### src/rtl/lcd_ram_reader.sv
// Reads CGRAM/DDRAM bytes back from an HD44780-compatible LCD over the 8-bit TLCD bus:
// busy-flag poll, address write, busy-flag poll, then LEN auto-incrementing data reads.
module lcd_ram_reader #(
    parameter int E_HIGH_CYCLES = 2,
    parameter int E_LOW_CYCLES  = 2,
    parameter int BUSY_TIMEOUT  = 255
) (
    input  logic       CLK,
    input  logic       RESETN,
    input  logic       START,
    input  logic       SEL_CGRAM,
    input  logic [6:0] ADDR,
    input  logic [5:0] LEN,
    output logic       TLCD_E,
    output logic       TLCD_RS,
    output logic       TLCD_RW,
    output logic [7:0] TLCD_DATA_OUT,
    output logic       TLCD_DATA_OE,
    input  logic [7:0] TLCD_DATA_IN,
    output logic [7:0] RD_DATA,
    output logic       RD_VALID,
    output logic       BUSY,
    output logic       DONE,
    output logic       ERROR
);
    localparam int PW = $clog2(E_HIGH_CYCLES + E_LOW_CYCLES + 1);
    localparam logic [PW-1:0] PH_HI_LAST = PW'(E_HIGH_CYCLES);
    localparam logic [PW-1:0] PH_END     = PW'(E_HIGH_CYCLES + E_LOW_CYCLES);
    localparam logic [7:0]    POLL_LIMIT = 8'(BUSY_TIMEOUT);

    typedef enum logic [2:0] {
        S_IDLE     = 3'd0,
        S_BF_POLL1 = 3'd1,
        S_SET_ADDR = 3'd2,
        S_BF_POLL2 = 3'd3,
        S_READ     = 3'd4
    } state_t;

    state_t        state_r, state_s;
    logic [PW-1:0] phase_r, phase_s;
    logic [7:0]    poll_cnt_r, poll_cnt_s, poll_inc_s;
    logic [5:0]    remain_r, remain_s;
    logic          sel_r, sel_s, bf_r, bf_s;
    logic [6:0]    addr_r, addr_s;
    logic [7:0]    rd_data_r, rd_data_s, dout_r, dout_s, cmd_s;
    logic          rd_valid_r, rd_valid_s, done_r, done_s, error_r, error_s;
    logic          e_r, e_s, rs_r, rs_s, rw_r, rw_s, oe_r, oe_s, busy_r, busy_s;

    // Next-state, access sequencing and next registered bus/status outputs.
    always_comb begin
        state_s    = state_r;
        phase_s    = phase_r;
        poll_cnt_s = poll_cnt_r;
        remain_s   = remain_r;
        sel_s      = sel_r;
        addr_s     = addr_r;
        bf_s       = bf_r;
        rd_data_s  = rd_data_r;
        rd_valid_s = 1'b0;
        done_s     = done_r;
        error_s    = error_r;
        poll_inc_s = poll_cnt_r + 8'd1;
        case (state_r)
            S_IDLE: begin
                phase_s = '0;
                if (START) begin
                    sel_s      = SEL_CGRAM;
                    addr_s     = ADDR;
                    remain_s   = LEN;
                    poll_cnt_s = 8'd0;
                    done_s     = 1'b0;
                    error_s    = 1'b0;
                    state_s    = S_BF_POLL1;
                end else begin
                    state_s = S_IDLE;
                end
            end
            S_BF_POLL1, S_BF_POLL2, S_SET_ADDR, S_READ: begin
                phase_s = (phase_r == PH_END) ? '0 : phase_r + PW'(1);
                // Bus data is captured on the last E-high cycle; the byte strobe lands right after E falls.
                if (phase_r == PH_HI_LAST) begin
                    if (state_r == S_READ) begin
                        rd_data_s  = TLCD_DATA_IN;
                        rd_valid_s = 1'b1;
                        remain_s   = remain_r - 6'd1;
                    end else begin
                        bf_s = TLCD_DATA_IN[7];
                    end
                end else begin
                    bf_s = bf_r;
                end
                if (phase_r == PH_END) begin
                    case (state_r)
                        S_BF_POLL1, S_BF_POLL2: begin
                            if (bf_r) begin
                                poll_cnt_s = poll_inc_s;
                                if (poll_inc_s == POLL_LIMIT) begin
                                    state_s = S_IDLE;
                                    error_s = 1'b1;
                                    done_s  = 1'b1;
                                end else begin
                                    state_s = state_r;
                                end
                            end else begin
                                poll_cnt_s = 8'd0;
                                if (state_r == S_BF_POLL1) begin
                                    state_s = S_SET_ADDR;
                                end else if (remain_r == 6'd0) begin
                                    state_s = S_IDLE;
                                    done_s  = 1'b1;
                                end else begin
                                    state_s = S_READ;
                                end
                            end
                        end
                        S_SET_ADDR: state_s = S_BF_POLL2;
                        S_READ: begin
                            if (remain_r == 6'd0) begin
                                state_s = S_IDLE;
                                done_s  = 1'b1;
                            end else begin
                                state_s = S_READ;
                            end
                        end
                        default: state_s = S_IDLE;
                    endcase
                end else begin
                    state_s = state_r;
                end
            end
            default: begin
                state_s = S_IDLE;
                phase_s = '0;
            end
        endcase

        cmd_s  = sel_s ? {2'b01, addr_s[5:0]} : {1'b1, addr_s};
        busy_s = (state_s != S_IDLE);
        e_s    = busy_s && (phase_s != '0) && (phase_s <= PH_HI_LAST);
        rs_s   = (state_s == S_READ);
        rw_s   = (state_s != S_SET_ADDR);
        oe_s   = (state_s == S_SET_ADDR);
        dout_s = oe_s ? cmd_s : 8'h00;
    end

    // State and output registers; reset drops E at once and discards any byte in flight.
    always_ff @(posedge CLK or posedge RESETN) begin
        if (RESETN) begin
            state_r    <= S_IDLE;
            phase_r    <= '0;
            poll_cnt_r <= 8'd0;
            remain_r   <= 6'd0;
            sel_r      <= 1'b0;
            addr_r     <= 7'd0;
            bf_r       <= 1'b0;
            rd_data_r  <= 8'h00;
            rd_valid_r <= 1'b0;
            done_r     <= 1'b0;
            error_r    <= 1'b0;
            e_r        <= 1'b0;
            rs_r       <= 1'b0;
            rw_r       <= 1'b1;
            oe_r       <= 1'b0;
            dout_r     <= 8'h00;
            busy_r     <= 1'b0;
        end else begin
            state_r    <= state_s;
            phase_r    <= phase_s;
            poll_cnt_r <= poll_cnt_s;
            remain_r   <= remain_s;
            sel_r      <= sel_s;
            addr_r     <= addr_s;
            bf_r       <= bf_s;
            rd_data_r  <= rd_data_s;
            rd_valid_r <= rd_valid_s;
            done_r     <= done_s;
            error_r    <= error_s;
            e_r        <= e_s;
            rs_r       <= rs_s;
            rw_r       <= rw_s;
            oe_r       <= oe_s;
            dout_r     <= dout_s;
            busy_r     <= busy_s;
        end
    end

    assign TLCD_E        = e_r;
    assign TLCD_RS       = rs_r;
    assign TLCD_RW       = rw_r;
    assign TLCD_DATA_OUT = dout_r;
    assign TLCD_DATA_OE  = oe_r;
    assign RD_DATA       = rd_data_r;
    assign RD_VALID      = rd_valid_r;
    assign BUSY          = busy_r;
    assign DONE          = done_r;
    assign ERROR         = error_r;
endmodule

### config.mk
export PLATFORM = sky130hd
export DESIGN_NAME = lcd_ram_reader
export DESIGN_NICKNAME = d
export VERILOG_FILES = /design/src/rtl/lcd_ram_reader.sv
export SDC_FILE = /design/constraint.sdc
export NUM_CORES = 1
export LEC_CHECK = 0
export ABC_AREA = 1
export CAP_MARGIN = 15
export CORE_UTILIZATION = 35
export CTS_BUF_LIST = sky130_fd_sc_hd__clkbuf_8
export DETAILED_ROUTE_END_ITERATION = 6
export DONT_BUFFER_PORTS = 1
export PLACE_DENSITY = 0.56
export REMOVE_ABC_BUFFERS = 1
export SETUP_SLACK_MARGIN = 0.3
export SLEW_MARGIN = 25
export SYNTH_ARGS = -nofsm -noshare
export SYNTH_HDL_FRONTEND = slang
export SYNTH_SLANG_ARGS = --single-unit
export TNS_END_PERCENT = 1
### constraint.sdc
create_clock -name CLK -period 3 [get_ports CLK]
set_input_delay 0.9 -clock CLK [delete_from_list [all_inputs] [get_ports CLK]]
set_output_delay 0.9 -clock CLK [all_outputs]
set_load 0.02 [all_outputs]
==> reports/results.md, run 1 <==
| Metric | This run | Unit |
|:---|:---|:---|
| Worst relative slew slack | 72.2 | % |
| Setup Skew | 0.00567 | ns |
| Overflow left after global routing | 0 | - |
| Final routed wirelength across all metal layers | 4900 | µm |
| Max Freq | 0.502 | GHz |
| CTS max path bufs | 2 | - |
| Wire length per cell | 12.3 | µm |
| Number of hold buffers added after CTS | 0 | - |
| Initial Utilization | 36.1 | % |
| Top post-synthesis cells by area | sky130_fd_sc_hd__dfrtp_1, sky130_fd_sc_hd__nand2_1, sky130_fd_sc_hd__inv_1 | - |
| Netlist Area Pre-Place | 2600 | µm² |
| TritonCTS clock tree | yes | - |
| Skew-Pair Late Insertion Delay | 0.31 | ns |
| Share of synthesized area occupied by flip-flops and latches | 51.0 | % |
| Critical Path End Type | flop | - |
| Die Y | 88.3 | µm |
| Post-CTS setup buffer count | 0 | - |
| Top-level I/O count | 49 | - |
| Number of DRC markers in iteration 0 | 57 | - |
| Category of cells accounting for the largest share of critical-path delay | buffers and inverters | - |
| Synthesis-stage register bit count | 53 | - |
| Cell type of the slowest stage on the worst timing path | sky130_fd_sc_hd__dfrtp_1 | - |
| Detail Placement HPWL | 3660 | µm |
| Data required time of the worst path | 3.24 | ns |
| Result of the run | complete, but fails checks | - |
| Fin cells | 399 | - |
| Critical Path Start Type | flop | - |
| Worst Setup Path Type | reg -> reg | - |
| Final-stage net count | 331 | - |
| Via count of the first global-routing pass | 1731 | - |
| Critical Path AT | 2.23 | ns |
| Transition time at the pin with the least slew margin | 0.413 | ns |
| Largest stage delay on the critical path | 0.48 | ns |
| Number of buffers created by CTS | 5 | - |
| Maximum number of pins on one net before global-route repair | 21 | - |
| Number of H-tree levels | 2 | - |
| Fraction of final layout cells with drive strength greater than 1 | 22.0 | % |
| Width of the die | 88.3 | µm |
| Cell row count | 31 | - |
| Accumulated negative setup slack | 0 | ns |
| Slack of the worst reg-to-reg path | 1.01 | ns |
| Global placement routability congestion | 0.793 | - |
| Clock slew at reported path FFs | 0.10 | ns |
| CP max FO | 12 | - |
| Startpoint of the worst-slack reg-to-reg timing path | state_r[0] | - |
| Syn Inst Count | 292 | - |
| Violations in the final reports | DRC | - |
| Number of violations of the max-capacitance limit | 0 | - |
| Share of the clock period used by the worst path | 66.4 | % |
| Clock Sinks | 53 | - |
| Placed cell count | 391 | - |
| Area overhead of the layout relative to synthesis | 8.65 | % |
| Path class of the lowest-slack min-delay path | in -> async | - |
| RSZ-0062 raised after global routing | no | - |
| Total DRC errors in the routed layout | 2 | - |
| Area share of the largest cell type after synthesis | 50.0 | % |
| Via density per instance | 4.52 | - |
| Total via count after detailed routing | 1804 | - |
| FF-to-FF End | poll_cnt_r[3] | - |
| Total iterations of the first detailed-routing run | 6 | - |
| Cell accounting for the most synthesized area | sky130_fd_sc_hd__dfrtp_1 | - |
| IO Port Bufs | 0 | - |
| Final Hold Viols | 0 | - |
| Number of gates given a new drive strength after cts | 0 | - |
| Number of warnings reported in the yosys synthesis log | 0 | - |
| Initial antenna violation count | 0 | - |
| Wire length of the first global-routing pass | 8140 | µm |
| Die area | 7790 | µm² |
| Depth of the critical timing path with buffers and inverters included | 10 | - |
| Cell chain of the critical path | nor2_2 > nand3_1 > buf_4 > inv_1 > o22ai_1 > inv_2 > nand2_2 > inv_2 > nand2_1 > o21ai_0 | - |
| Most numerous cell on the critical path | sky130_fd_sc_hd__inv_2 | - |
| Number of distinct library cell variants in the gate-level netlist after synthesis | 34 | - |
| Number of buffer and inverter instances along the worst setup path | 4 | - |
| Total power density per cell area | 783 | nW/µm² |
| Worst setup path endpoint | poll_cnt_r[3] | - |
| Worst ir drop on vdd | 0.000414 | V |
| Launch point of the critical path | state_r[0] | - |
| GRT Util Overall | 13.7 | % |
| Leakage | 1.39 | nW |
| Post-Syn Area per Cell | 8.92 | µm² |
| Final setup fails | 0 | - |
| Core box area | 7210 | µm² |
| Pins Over Slew Limit | 0 | - |
| Clock period minus final worst setup slack | 1.99 | ns |
| Number of nets with antenna violations after routing | 0 | - |
| Antenna cell count | 0 | - |
| Clock root buffer master | sky130_fd_sc_hd__clkbuf_8 | - |
| Number of cells on the worst reg-to-reg path | 10 | - |
per-layer routing:
| metal | GRT usage, % | vias to the layer above | share of wire (%) |
|---|---|---|---|
| met3 | 3.54 | 7 | 4.8 |
| li1 | - | 923 | - |
| met2 | 22.4 | 34 | 48 |
| met5 | 0 | - | 0 |
| met1 | 17.7 | 840 | 46 |
| met4 | 4.40 | 0 | 1.2 |
cells by family (layout without fill, tap and decap cells):
kind of cell,Yosys count,after routing,share of synthesized area (%)
XOR/XNOR,2,2,0.673
adder cells (fa/ha/maj),7,7,3.36
AND/OR/NAND/NOR,132,132,27.2
buffers and inverters,56,64,8.75
AO/OA/AOI/OAI,42,42,9.03
flip-flops,53,53,51.0
synth_stat cells, drive strengths merged:
cell type  number
nand2          80
inv            53
dfrtp          52
nor2           32
o21ai          23
nand3           9
ha              7
o22ai           7
or2             6
a21oi           5
a31oi           4
nand4           3
buf             2
xor2            2
clkbuf          1
dfstp           1
nor3            1
nor4            1
o211ai          1
o21a            1
o31ai           1
per-stage QoR:
stage / util (%) / hold WS (ns) / setup slack [ns] / area [µm²] / power [mW]
2_1_floorplan: - / 0.446 / 0.815 / 2590 / 1.65
3_3_place_gp: 37.9 / 0.464 / 0.816 / 2730 / 1.81
3_5_place_dp: 37.9 / 0.465 / 0.730 / 2730 / 1.82
4_1_cts: 39.2 / 0.437 / 0.991 / 2830 / 2.25
5_1_grt: 39.2 / 0.469 / 0.756 / 2830 / 2.41
6_report: 39.2 / 0.442 / 1.01 / 2830 / 2.22
area by class of cell:
type	instances	area [µm²]
clock buffer	5	68.8
clock inverter	3	26.3
fill	748	4390
inverter	53	211
multi-input combinational	183	1050
sequential	53	1330
tap	99	124
timing repair buffer	3	22.5
state kept, by name, summed over array words and instances, names as in the netlist:
signal / flops
addr_r: 7
sel_r: 1
BUSY: 1
ERROR: 1
RD_DATA: 8
TLCD_RS: 1
phase_r: 3
bf_r: 1
TLCD_E: 1
TLCD_DATA_OE: 1
poll_cnt_r: 8
state_r: 3
remain_r: 6
RD_VALID: 1
TLCD_RW: 1
DONE: 1
TLCD_DATA_OUT: 8
how the worst min path moves through the flow:
stage	from	endpoint	slack [ns]	depth (start not counted)
after floorplan	addr_r[6]	addr_r[6]	0.45	2
after global placement	addr_r[6]	addr_r[6]	0.46	2
after detailed placement	addr_r[6]	addr_r[6]	0.46	2
after CTS	RESETN	TLCD_DATA_OE	0.44	1
after global routing	RESETN	TLCD_DATA_OE	0.47	1
final	RESETN	TLCD_DATA_OE	0.44	1
report_power, final:
group,switching (mW),internal [mW]
clock network,0.250,0.170
logic,0.517,0.275
registers,0.136,0.868
total,0.902,1.31
cells in the final DEF (no fill, tap or decap), types with 6 or more instances in the layout:
cell,instances
sky130_fd_sc_hd__inv_1,40
sky130_fd_sc_hd__dfrtp_1,52
sky130_fd_sc_hd__nand2_2,9
sky130_fd_sc_hd__inv_2,9
sky130_fd_sc_hd__ha_1,7
sky130_fd_sc_hd__o21ai_1,6
sky130_fd_sc_hd__or2_2,6
sky130_fd_sc_hd__o22ai_1,7
sky130_fd_sc_hd__nand3_1,7
sky130_fd_sc_hd__nor2_1,16
sky130_fd_sc_hd__nor2_2,13
sky130_fd_sc_hd__o21ai_0,16
sky130_fd_sc_hd__nand2_1,64
No activity file was read; power rests on OpenSTA's default activity.
==> inputs of run 2 (changes only) <==
==> constraint.sdc (replaced) <==
create_clock -name CLK -period 2 [get_ports CLK]
set_input_delay 0.6 -clock CLK [delete_from_list [all_inputs] [get_ports CLK]]
set_output_delay 0.6 -clock CLK [all_outputs]
set_load 0.02 [all_outputs]
==> run 2 against run 1 <==
Against the previous run:
- the run now ends clean
- sequential power grew 48%
- sequential share of layout area fell by 1.6 points
- maximum frequency up 15%
- worst setup slack got worse by 0.74 ns
- via count is 5.0% higher
- core utilization increased by 1.4 points
- critical path type unchanged
==> reports/results.md, run 2 (same netlist as run 1, synthesis figures left out) <==
| Metric | This run | Unit |
|:---|:---|:---|
| Result of the run | finished clean | - |
| Launch point of the critical path | poll_cnt_r[0] | - |
| Top-level I/O count | 49 | - |
| Skew-Pair Late Insertion Delay | 0.32 | ns |
| Clock Sinks | 53 | - |
| Final total power | 3.57 | mW |
| Number of nets with antenna violations after routing | 0 | - |
| Maximum number of pins on one net before global-route repair | 54 | - |
| Final Hold Viols | 0 | - |
| IO Port Bufs | 0 | - |
| Total DRC errors in the routed layout | 0 | - |
| Core box area | 7210 | µm² |
| Final routed wirelength across all metal layers | 5150 | µm |
| Number of hold buffers added after CTS | 0 | - |
| Setup slack of the critical path after layout | 0.268 | ns |
| Leakage | 1.44 | nW |
| Initial Utilization | 36.1 | % |
| FF-to-FF End | TLCD_E | - |
| Share of the clock period used by the worst path | 86.6 | % |
| Clock period minus final worst setup slack | 1.73 | ns |
| Utilization of the core after routing | 40.6 | % |
| Detail Placement HPWL | 3620 | µm |
| Global placement routability congestion | 0.820 | - |
| Clock slew at reported path FFs | 0.10 | ns |
| Accumulated negative setup slack | 0 | ns |
| Total power density per cell area | 1220 | nW/µm² |
| Number of inserted filler cells in the final layout | 765 | - |
| Cell row count | 31 | - |
| Critical Path AT | 1.95 | ns |
| Worst ir drop on vdd | 0.000557 | V |
| GRT Util Overall | 14.1 | % |
| Setup Skew | 0.00667 | ns |
| Worst Setup Path Type | reg -> reg | - |
| Slack of the worst reg-to-reg path | 0.27 | ns |
| Critical Path Start Type | flop | - |
| RSZ-0062 raised after global routing | yes | - |
| Number of DRC markers in iteration 0 | 105 | - |
| CP max FO | 4 | - |
| Most common cell after layout, fill and taps aside | sky130_fd_sc_hd__nand2_1 | - |
| Final-stage net count | 338 | - |
| Total via count after detailed routing | 1895 | - |
| Final setup fails | 0 | - |
| Transition time at the pin with the least slew margin | 0.391 | ns |
| TritonCTS clock tree | yes | - |
| Wire length of the first global-routing pass | 8280 | µm |
| Number of buffers created by CTS | 5 | - |
| Post-place setup slack | 0.156 | ns |
| Startpoint of the worst-slack reg-to-reg timing path | poll_cnt_r[0] | - |
| Clock root buffer master | sky130_fd_sc_hd__clkbuf_8 | - |
| Die area | 7790 | µm² |
| Die Y | 88.3 | µm |
| Pins Over Slew Limit | 0 | - |
| Number of H-tree levels | 2 | - |
| Path class of the lowest-slack min-delay path | in -> async | - |
| CTS max path bufs | 2 | - |
| Overflow left after global routing | 0 | - |
| Via count of the first global-routing pass | 1771 | - |
| Worst relative slew slack | 73.7 | % |
| Area overhead of the layout relative to synthesis | 12.5 | % |
| Fraction of final layout cells with drive strength greater than 1 | 25.1 | % |
| Most used cells in the layout excluding fill and tap cells | sky130_fd_sc_hd__nand2_1, sky130_fd_sc_hd__dfrtp_1, sky130_fd_sc_hd__inv_1, sky130_fd_sc_hd__o21ai_0 | - |
| Total iterations of the first detailed-routing run | 4 | - |
| Initial antenna violation count | 0 | - |
| Wire length per cell | 12.7 | µm |
| Via density per instance | 4.67 | - |
| Max Freq | 0.577 | GHz |
| Critical Path End Type | flop | - |
| Width of the die | 88.3 | µm |
| Number of cells on the worst reg-to-reg path | 14 | - |
| Number of violations of the max-capacitance limit | 0 | - |
| Antenna cell count | 0 | - |
| Data required time of the worst path | 2.21 | ns |
-- run 2: cell count changes in the layout (fill, tap and decap cells not counted), sizes merged --
cell,change
buf,+6
bufinv,+1
clkinv,+1
clkinvlp,-1
-- run 2: timing repair --
item	in CTS	in global routing
cloned	0	1
setup endpoints to repair	26	27
setup buffers	3	0
resized for setup	3	4
-- run 2: final cells by class --
type                    count  area [µm²]  share of cell area [%]
well taps                  99         124                    4.23
flip-flops and latches     53        1330                    45.3
clock buffers               5        68.8                    2.35
inverters                  53         211                    7.22
multi-input cells         183        1070                    36.4
clock inverters             3        43.8                    1.49
repair inverters            1        7.51                   0.256
repair buffers              9        80.1                    2.73
-- run 2: how the worst max path moves through the flow --
stage                  end  slack [ns]  cells after the start
6_report            TLCD_E        0.27                     14
5_1_grt             TLCD_E        0.11                     14
4_1_cts        remain_r[5]        0.24                     10
3_5_place_dp   remain_r[5]        0.16                     10
3_3_place_gp   remain_r[5]        0.18                     10
2_1_floorplan         BUSY        0.12                      1
-- run 2: stage by stage --
step | std cells | cell area, µm² | hold slack, ns
floorplan | 289 | 2590 | 0.446
global placement | 394 | 2770 | 0.467
detailed placement | 394 | 2770 | 0.469
CTS | 405 | 2920 | 0.211
global route | 406 | 2930 | 0.210
finish | 406 | 2930 | 0.201
-- run 2: per-layer routing --
layer	part of all wire, %	vias up	track usage [%]
met5	0	-	0
met4	1.4	0	4.84
met1	45	914	17.9
met2	47	31	22.2
li1	-	943	-
met3	6.4	7	5.22
-- run 2: critical path: stages, from the launching register on --
cell                      delay (ns)
sky130_fd_sc_hd__dfrtp_1        0.40
sky130_fd_sc_hd__buf_4          0.15
sky130_fd_sc_hd__inv_1          0.05
sky130_fd_sc_hd__ha_1           0.13
sky130_fd_sc_hd__inv_1          0.04
sky130_fd_sc_hd__nor2_1         0.10
sky130_fd_sc_hd__nand3_1        0.09
sky130_fd_sc_hd__nor2_2         0.10
sky130_fd_sc_hd__nand2_2        0.07
sky130_fd_sc_hd__nand2_2        0.07
sky130_fd_sc_hd__nand2_2        0.07
sky130_fd_sc_hd__nand2_4        0.07
sky130_fd_sc_hd__nand3_1        0.11
sky130_fd_sc_hd__nor2_4         0.12
sky130_fd_sc_hd__nor2_1         0.05
-- run 2: where the power goes --
group	leakage (nW)	total [mW]	internal, mW	switching (mW)
registers	0.651	1.48	1.30	0.175
logic	0.730	1.33	0.475	0.852
clock network	0.0585	0.761	0.376	0.385
==> inputs of run 3 (changes only) <==
--- a/config.mk
+++ b/config.mk
@@ -8,10 +8,9 @@
 export ABC_AREA = 1
 export CAP_MARGIN = 15
 export CORE_UTILIZATION = 35
-export CTS_BUF_LIST = sky130_fd_sc_hd__clkbuf_8
 export DETAILED_ROUTE_END_ITERATION = 6
 export DONT_BUFFER_PORTS = 1
-export PLACE_DENSITY = 0.56
+export PLACE_DENSITY = 0.58
 export REMOVE_ABC_BUFFERS = 1
 export SETUP_SLACK_MARGIN = 0.3
 export SLEW_MARGIN = 25
==> constraint.sdc (replaced) <==
create_clock -name CLK -period 1.5 [get_ports CLK]
set_input_delay 0.45 -clock CLK [delete_from_list [all_inputs] [get_ports CLK]]
set_output_delay 0.45 -clock CLK [all_outputs]
set_load 0.02 [all_outputs]
==> run 3 against run 2 <==
Against the previous run:
- final cell count rose by 8.6%
- worst setup slack worse by 0.45 ns
- clock skew grew 0.0025 ns
- die area unchanged
- combinational power rose by 78%
- critical endpoint is now BUSY
- the flow now finishes with violations (setup timing)
- sequential share of layout area shrank 4.6 points
- sequential power rose by 31%
- maximum frequency rose by 2.8%
==> reports/results.md, run 3 (same netlist as run 1, synthesis figures left out) <==
| Metric | This run | Unit |
|:---|:---|:---|
| Area overhead of the layout relative to synthesis | 25.5 | % |
| CTS max path bufs | 2 | - |
| Die Y | 88.3 | µm |
| Number of H-tree levels | 2 | - |
| Post-CTS setup buffer count | 0 | - |
| Number of violations of the max-capacitance limit | 0 | - |
| Global placement routability congestion | 0.837 | - |
| CP max FO | 4 | - |
| Violations in the final reports | setup timing | - |
| Clock slew at reported path FFs | 0.10 | ns |
| Skew-Pair Late Insertion Delay | 0.31 | ns |
| Share of the clock period used by the worst path | 112 | % |
| Antenna cell count | 0 | - |
| Worst ir drop on vdd | 0.000697 | V |
| Leakage | 1.63 | nW |
| RSZ-0062 raised after global routing | yes | - |
| Final routed wirelength across all metal layers | 5160 | µm |
| Path class of the lowest-slack min-delay path | in -> async | - |
| GRT Util Overall | 14.5 | % |
| Die area | 7790 | µm² |
| Width of the die | 88.3 | µm |
| Critical Path Start Type | flop | - |
| Detail Placement HPWL | 3930 | µm |
| Total DRC errors in the routed layout | 0 | - |
| Final standard cell area without fillers | 3270 | µm² |
| IO Port Bufs | 0 | - |
| Final setup fails | 14 | - |
| Pins Over Slew Limit | 0 | - |
| Initial antenna violation count | 0 | - |
| Via count of the first global-routing pass | 1979 | - |
| Clock Sinks | 53 | - |
| Final Hold Viols | 0 | - |
| Critical Path End Type | flop | - |
| Initial Utilization | 36.1 | % |
| Setup Skew | 0.00919 | ns |
| Top-level I/O count | 49 | - |
| Number of nets with antenna violations after routing | 0 | - |
| Result of the run | complete, but fails checks | - |
| Total power density per cell area | 1580 | nW/µm² |
| Most common cell after layout, fill and taps aside | sky130_fd_sc_hd__nand2_1 | - |
| Wire length of the first global-routing pass | 8740 | µm |
| Startpoint of the worst-slack reg-to-reg timing path | poll_cnt_r[0] | - |
| Core box area | 7210 | µm² |
| Total via count after detailed routing | 1987 | - |
| Fraction of final layout cells with drive strength greater than 1 | 37.7 | % |
| Number of DRC markers in iteration 0 | 61 | - |
| Launch point of the critical path | poll_cnt_r[0] | - |
| Transition time at the pin with the least slew margin | 0.437 | ns |
| Data required time of the worst path | 1.71 | ns |
| Area after DPL | 3070 | µm² |
| Worst Setup Path Type | reg -> reg | - |
| Final-stage net count | 373 | - |
| Placed cell count | 433 | - |
| Setup slack of the critical path after layout | -0.185 | ns |
| Cell row count | 31 | - |
| TritonCTS clock tree | yes | - |
| Fin cells | 441 | - |
| Max Freq | 0.594 | GHz |
| Most used cells in the layout excluding fill and tap cells | sky130_fd_sc_hd__nand2_1, sky130_fd_sc_hd__dfrtp_1, sky130_fd_sc_hd__buf_4, sky130_fd_sc_hd__inv_1, sky130_fd_sc_hd__nor2_1 | - |
| Number of buffers created by CTS | 5 | - |
| Wire length per cell | 11.7 | µm |
| Number of inserted filler cells in the final layout | 717 | - |
| Clock root buffer master | sky130_fd_sc_hd__clkbuf_8 | - |
| Worst relative slew slack | 70.8 | % |
| Clock period minus final worst setup slack | 1.68 | ns |
| Overflow left after global routing | 0 | - |
| Total iterations of the first detailed-routing run | 4 | - |
| Critical Path AT | 1.89 | ns |
| Via density per instance | 4.51 | - |
| Maximum number of pins on one net before global-route repair | 26 | - |
run 3: cell count changes in the layout (fill, tap and decap cells not counted), sizes merged:
| cell | change |
|---|---|
| clkinvlp | +1 |
| buf | +36 |
| bufinv | -1 |
| clkinv | -1 |
run 3: area by class of cell:
| cell class | count | area, µm² | area share [%] |
|---|---|---|---|
| Clock inverter | 3 | 26.3 | 0.804 |
| Tap cell | 99 | 124 | 3.79 |
| Inverter | 53 | 214 | 6.55 |
| Clock buffer | 5 | 68.8 | 2.11 |
| Multi-Input combinational cell | 183 | 1140 | 34.9 |
| Timing Repair Buffer | 45 | 367 | 11.2 |
| Sequential cell | 53 | 1330 | 40.7 |
run 3: what timing repair did:
item / CTS / global route
hold buffers: 0 / 0
endpoints found under the setup margin: 77 / 77
pin swaps: 2 / 1
resized for setup: 16 / 21
run 3: power breakdown:
group / total (mW) / switching, mW / internal [mW]
clock network: 0.847 / 0.506 / 0.340
registers: 1.94 / 0.204 / 1.74
logic: 2.37 / 1.33 / 1.04
run 3: path summary, 6_finish.rpt:
check / to / slack [ns] / depth (start not counted)
worst max register to register: BUSY / -0.18 / 13
worst min-delay path: TLCD_DATA_OE / 0.008 / 1
worst min register to register: addr_r[6] / 0.50 / 2
min in group CLK: RD_DATA[2] / 0.24 / 2
worst max-delay path: BUSY / -0.18 / 13
max in group asynchronous: phase_r[0] / 1.01 / 2
run 3: worst max-delay path, cell delays in order (launching register included):
cell and delay, ns:
sky130_fd_sc_hd__dfrtp_1 0.41, sky130_fd_sc_hd__ha_2 0.22, sky130_fd_sc_hd__nand3_2 0.09, sky130_fd_sc_hd__nand2_1 0.05, sky130_fd_sc_hd__nand2_1 0.08, sky130_fd_sc_hd__nand3_1 0.09, sky130_fd_sc_hd__nor2_2 0.10, sky130_fd_sc_hd__nand2_2 0.08
sky130_fd_sc_hd__nand2_2 0.06, sky130_fd_sc_hd__nand2_2 0.07, sky130_fd_sc_hd__nand2_4 0.07, sky130_fd_sc_hd__nand3_1 0.10, sky130_fd_sc_hd__nor2_4 0.10, sky130_fd_sc_hd__inv_1 0.05
run 3: per-layer routing:
layer  wire (µm)  GRT usage [%]
met5           0              0
met4          52           4.69
met3         326           4.76
met2        2610           24.4
met1        2170           17.6
run 3: metrics by stage:
| stage | power [mW] | setup slack (ns) | TNS, ns | util (%) | hold slack (ns) |
|---|---|---|---|---|---|
| global placement | 4.11 | -0.174 | -2.29 | 42.6 | 0.362 |
| floorplan | 3.31 | -0.235 | -15.24 | - | 0.446 |
| detailed placement | 4.14 | -0.209 | -3.18 | 42.6 | 0.363 |
| CTS | 5.07 | -0.190 | -2.79 | 44.3 | 0.0245 |
| global route | 5.58 | -0.352 | -5.20 | 45.3 | 0.0287 |
| finish | 5.16 | -0.185 | -2.17 | 45.3 | 0.00786 |
